==> config.mk <==
export PLATFORM = sky130hd
export DESIGN_NAME = store_aligner
export DESIGN_NICKNAME = d
export VERILOG_FILES = /design/src/rtl/store_aligner.sv
export SDC_FILE = /design/constraint.sdc
export NUM_CORES = 1
export LEC_CHECK = 0
export BUFFER_PORTS_ARGS = -buffer_cell sky130_fd_sc_hd__buf_2
export CAP_MARGIN = 20
export CORE_MARGIN = 2
export CORE_UTILIZATION = 25
export CTS_BUF_LIST = sky130_fd_sc_hd__clkbuf_8
export CTS_CLUSTER_DIAMETER = 200
export CTS_CLUSTER_SIZE = 25
export DETAILED_ROUTE_END_ITERATION = 7
export PLACE_DENSITY = 0.45
export SYNTH_ARGS = -nofsm -noshare
export SYNTH_HDL_FRONTEND = slang
export SYNTH_SLANG_ARGS = --single-unit
export TNS_END_PERCENT = 100
==> constraint.sdc <==
create_clock -name clk -period 4.24 [get_ports clk]
set_clock_uncertainty 0.1 [all_clocks]
set_input_delay 0 -clock clk [delete_from_list [all_inputs] [get_ports clk]]
set_output_delay 0 -clock clk [all_outputs]
set_load 0.005 [all_outputs]
==> src/rtl/store_aligner.sv <==
// Store data aligner: places SB/SH/SW data in the correct byte lanes, builds byte
// enables and splits word-crossing stores into two word-aligned write beats.
module store_aligner #(
  parameter bit ALLOW_MISALIGNED = 1'b1
) (
  input  logic        clk,
  input  logic        rst,
  input  logic        req_valid,
  output logic        req_ready,
  input  logic [6:0]  opcode,
  input  logic [2:0]  fn3,
  input  logic [31:0] addr,
  input  logic [31:0] store_val,
  output logic        mem_valid,
  input  logic        mem_ready,
  output logic [31:0] mem_addr,
  output logic [31:0] mem_wdata,
  output logic [3:0]  mem_be,
  output logic        done,
  output logic        err
);

  localparam logic [6:0] OP_STORE = 7'b0100011;

  localparam logic [1:0] IDLE  = 2'd0;
  localparam logic [1:0] BEAT0 = 2'd1;
  localparam logic [1:0] BEAT1 = 2'd2;

  logic [1:0]  state;

  logic [31:0] sized_val;
  logic [3:0]  base_mask;
  logic        legal_size;
  logic [63:0] data_wide;
  logic [7:0]  mask_wide;
  logic        need_beat1;
  logic [31:0] beat0_addr;

  logic [31:0] beat1_addr;
  logic [31:0] beat1_wdata;
  logic [3:0]  beat1_be;
  logic        has_beat1;

  // Alignment of the incoming request, consumed only at the acceptance edge.
  always_comb begin
    sized_val  = '0;
    base_mask  = '0;
    legal_size = 1'b1;
    case (fn3)
      3'b000: begin
        sized_val = {24'b0, store_val[7:0]};
        base_mask = 4'b0001;
      end
      3'b001: begin
        sized_val = {16'b0, store_val[15:0]};
        base_mask = 4'b0011;
      end
      3'b010: begin
        sized_val = store_val;
        base_mask = 4'b1111;
      end
      default: legal_size = 1'b0;
    endcase
    data_wide  = {32'b0, sized_val} << {addr[1:0], 3'b000};
    mask_wide  = {4'b0, base_mask} << addr[1:0];
    need_beat1 = |mask_wide[7:4];
  end

  assign beat0_addr = {addr[31:2], 2'b00};

  always_ff @(posedge clk or posedge rst) begin
    if (rst) begin
      state       <= IDLE;
      req_ready   <= 1'b1;
      mem_valid   <= 1'b0;
      mem_addr    <= '0;
      mem_wdata   <= '0;
      mem_be      <= '0;
      done        <= 1'b0;
      err         <= 1'b0;
      beat1_addr  <= '0;
      beat1_wdata <= '0;
      beat1_be    <= '0;
      has_beat1   <= 1'b0;
    end else begin
      done <= 1'b0;
      err  <= 1'b0;
      case (state)
        IDLE: begin
          if (req_valid && req_ready) begin
            if (opcode != OP_STORE) begin
              done <= 1'b1;
            end else if (!legal_size || (!ALLOW_MISALIGNED && need_beat1)) begin
              done <= 1'b1;
              err  <= 1'b1;
            end else begin
              state       <= BEAT0;
              req_ready   <= 1'b0;
              mem_valid   <= 1'b1;
              mem_addr    <= beat0_addr;
              mem_wdata   <= data_wide[31:0];
              mem_be      <= mask_wide[3:0];
              // Beat1 payload is captured now so later input changes cannot leak in.
              beat1_addr  <= beat0_addr + 32'd4;
              beat1_wdata <= data_wide[63:32];
              beat1_be    <= mask_wide[7:4];
              has_beat1   <= need_beat1;
            end
          end
        end
        BEAT0: begin
          if (mem_ready) begin
            if (has_beat1) begin
              state     <= BEAT1;
              mem_addr  <= beat1_addr;
              mem_wdata <= beat1_wdata;
              mem_be    <= beat1_be;
            end else begin
              state     <= IDLE;
              req_ready <= 1'b1;
              mem_valid <= 1'b0;
              mem_addr  <= '0;
              mem_wdata <= '0;
              mem_be    <= '0;
              done      <= 1'b1;
            end
          end
        end
        BEAT1: begin
          if (mem_ready) begin
            state     <= IDLE;
            req_ready <= 1'b1;
            mem_valid <= 1'b0;
            mem_addr  <= '0;
            mem_wdata <= '0;
            mem_be    <= '0;
            done      <= 1'b1;
          end
        end
        default: begin
          state     <= IDLE;
          req_ready <= 1'b1;
          mem_valid <= 1'b0;
        end
      endcase
    end
  end

endmodule

==> run_results.csv <==
group,metric,value,unit
clocking,cts_max_path_buffers,2,
final_layout,drive_above_1_share,23.2,%
final_layout,diodes,0,
global_route,grt_use_total,15.8,%
floorplan,floorplan.initialDensity,25.6,%
critical_path,cp_slowest_cell,"nor2_1",
floorplan,core,25300,um^2
timing,setup_tns,0,ps
min_path,min_from,"store_val[14]",
drt,via_count,5803,
critical_path,cp_max_fo,10,
pwr,power.leakage,3.99,nW
final_layout,stdcell_area,8790,um^2
critical_path,cp_cell_sequence,"inv_1 > ha_1 > nor2_1 > buf_4 > nand2_1 > nor2_1 > a22oi_1 > o21ai_0",
synth,yosysSeqAreaShare,50.1,%
timing,tightest_slew,979,ps
clocking,cts_root_buf,"clkbuf_8",
critical_path,start_kind,"flop",
floorplan,io_pins,150,
pwr,power,3.48,mW
critical_path,end_kind,"flop",
pwr,p_per_area,397,nW/um^2
clocking,cts.reportedPaths.clkPinSlew,80,ps
clocking,clock_sinks,130,
final_layout,final_nets,983,
clocking,htreeDepth,4,
floorplan,design.die.area,27300,um^2
drt,avgRoutedWirePerCell,16.9,um
place,place_inst,1133,
synth,yosysUniqueCellTypes,59,
final_layout,syn_to_final_growth,35.4,%
synth,ys_warn_count,0,
timing,setup_viol,0,
drt,highest_layer,"met4",
clocking,cts_tree,"done",
drt,dr_wl_met2,9700,um
drt,wl_met3,986,um
min_path,hold_path_end,"beat1_wdata[6]",
run_status,status,"complete, no violations",
synth,synthTopCellsByCount,"129 x dfrtp_1, 127 x nand2_1, 88 x o21ai_0",
critical_path,reg2reg_depth,8,
min_path,hold_path.class,"in -> reg",
critical_path,critPathMostFrequentCell,"nor2_1",
drt,wl_met1,10100,um
timing,period_share,64.3,%
global_route,grt_antenna_before_repair,0,
critical_path,r2r_end,"mem_wdata[3]",
clocking,postCtsSetupRepairBufs,0,
global_route,grt_pass1_vias,5903,
place,dp_hpwl,14300,um
drt,routed_wl,20900,um
synth,synth-seq-cells,130,
critical_path,cp_slowest_stage_delay,750,ps
place,routabilityCongestion,0.789,
timing,rsz0062_at_grt,"no",
final_layout,finalNonFillerCells,1243,
drt,drt-initial-drc-count,313,
drt,drt_pass1_iterations,5,
timing,max_freq,367,MHz
synth,netlist_area,6490,um^2
floorplan,die_x,165,um
timing,finalCriticalPeriod,2730,ps
timing,timing.final.max_slew_violations,0,
global_route,grt_remaining_overflow,0,
final_layout,fillers,2672,
synth,synth_area_leader_cell,"dfrtp_1",
place,io_buffers,147,
synth,synthCells,694,
critical_path,reg2reg_from,"state[0]",
synth,synthArstFlopShare,100,%
clocking,cts_buffers,17,
synth,synth_most_common_cell,"dfrtp_1",
job,drv_cap,0,
pwr,peakVddDrop,0.198,mV
synth,avgSynthCellArea,9.35,um^2
global_route,grt_pass1_wl,33200,um
floorplan,die_h,165,um
critical_path,ff2ff_setup_slack,1510,ps
synth,synth_edf_count,0,
critical_path,path_class,"reg -> reg",
critical_path,cp.arrival,2990,ps
clocking,worstSkewPairLatency,440,ps
global_route,grt_max_degree,102,
place,dpl_cell_area,7530,um^2
timing,final_hold_viol_count,0,
drt,drc,0,
floorplan,rows,58,
clocking,ctsResizeCount,0,
timing,relSlewSlack,34.7,%
drt,drtAntennaViolNets,0,
synth,synthFlopType,"dfrtp_1",
min_path,whs_path_depth,5,
drt,vias_per_cell,4.67,
synth,synth_top_area_share,49.7,%
critical_path,critPathRequiredTime,4500,ps
synth,synth_area_leaders,"dfrtp_1 50%, nand2_1 7.3%, o21ai_0 6.8%",
-- metrics by stage --
step / util (%) / hold slack, ps / setup slack, ps
after global routing: 34.7 / 29.5 / 1270
after CTS: 34.6 / 5.81 / 1460
after detailed placement: 29.7 / 164 / 1490
after global placement: 29.7 / 168 / 1560
after floorplan: - / -5.29 / 672
final: 34.7 / 32.9 / 1510
-- how the worst max path moves through the flow --
| stage | endpoint | startpoint | slack [ps] |
|---|---|---|---|
| final | mem_wdata[3] | state[0] | 1510 |
| after CTS | mem_wdata[17] | state[0] | 1460 |
| after detailed placement | mem_wdata[16] | state[0] | 1490 |
| after floorplan | beat1_addr[10] | rst | 670 |
| after global placement | mem_wdata[23] | state[1] | 1560 |
| after global routing | mem_wdata[5] | state[0] | 1270 |
-- cell type report --
class / count / area [um^2] / area share (%)
clock buffer: 18 / 248 / 2.82
timing repair buffer: 234 / 1600 / 18.2
clock inverter: 14 / 211 / 2.41
sequential: 130 / 3250 / 37.0
tap: 330 / 413 / 4.70
inverter: 22 / 87.6 / 0.997
multi-input combinational: 495 / 2970 / 33.8
-- critical path: cells and delay by family, from the launching register on --
kind,cells,cell delay (ps)
AND/OR/NAND/NOR,3,1110
flip-flops,1,410
adder cells (fa/ha/maj),1,400
AO/OA/AOI/OAI,2,340
buffers and inverters,2,280
-- power by group --
group	switching (mW)	total, mW	internal [mW]
sequential	0.0981	1.53	1.43
clock	0.527	1.24	0.714
combinational	0.385	0.712	0.327
total	1.01	3.48	2.47
-- registers in the layout (all words and copies together), names as in the netlist, 2 cells and up --
name         flops
mem_wdata       32
beat1_addr      30
mem_addr        30
beat1_wdata     24
mem_be           4
beat1_be         3
state            2
-- kinds of logic (layout without fill, tap and decap cells) --
kind of cell             Yosys count  in the layout  share of synthesized area, %
AO/OA/AOI/OAI                    222            222                          22.8
other                              1              2                        0.0578
adder cells (fa/ha/maj)            5              5                         0.964
AND/OR/NAND/NOR                  223            223                          15.6
buffers and inverters             70            288                          4.38
XOR/XNOR                          29             29                          3.91
flip-flops                       130            130                          50.1
multiplexers                      14             14                          2.18
-- routing by layer --
layer | up-vias | GRT usage, %
met5 | - | 0
met4 | 0 | 2.92
met3 | 9 | 3.27
met2 | 150 | 25.5
met1 | 2751 | 22.1
li1 | 2893 | -
-- what timing repair did --
item	4_1_cts	5_1_grt
hold endpoints to repair	208	0
hold buffers	77	0
endpoints found under the setup margin	0	0
-- layout by cell type, fill, tap and decap left out, types with 9 or more instances in the layout --
cell	netlist	layout
dlygate4sd3_1	0	77
inv_1	21	20
dfrtp_1	129	129
o21ai_0	88	88
a22oi_1	36	36
nand2_1	127	127
nand3_1	11	11
xnor2_1	13	13
xor2_1	16	16
a22o_1	9	9
and2_1	9	9
buf_4	2	9
nor2_1	37	36
a21oi_1	24	24
clkbuf_8	0	18
buf_2	5	147
o31ai_1	10	10
nand4_1	9	9
mux2i_1	13	13
Power figures use the tool's default switching activity.
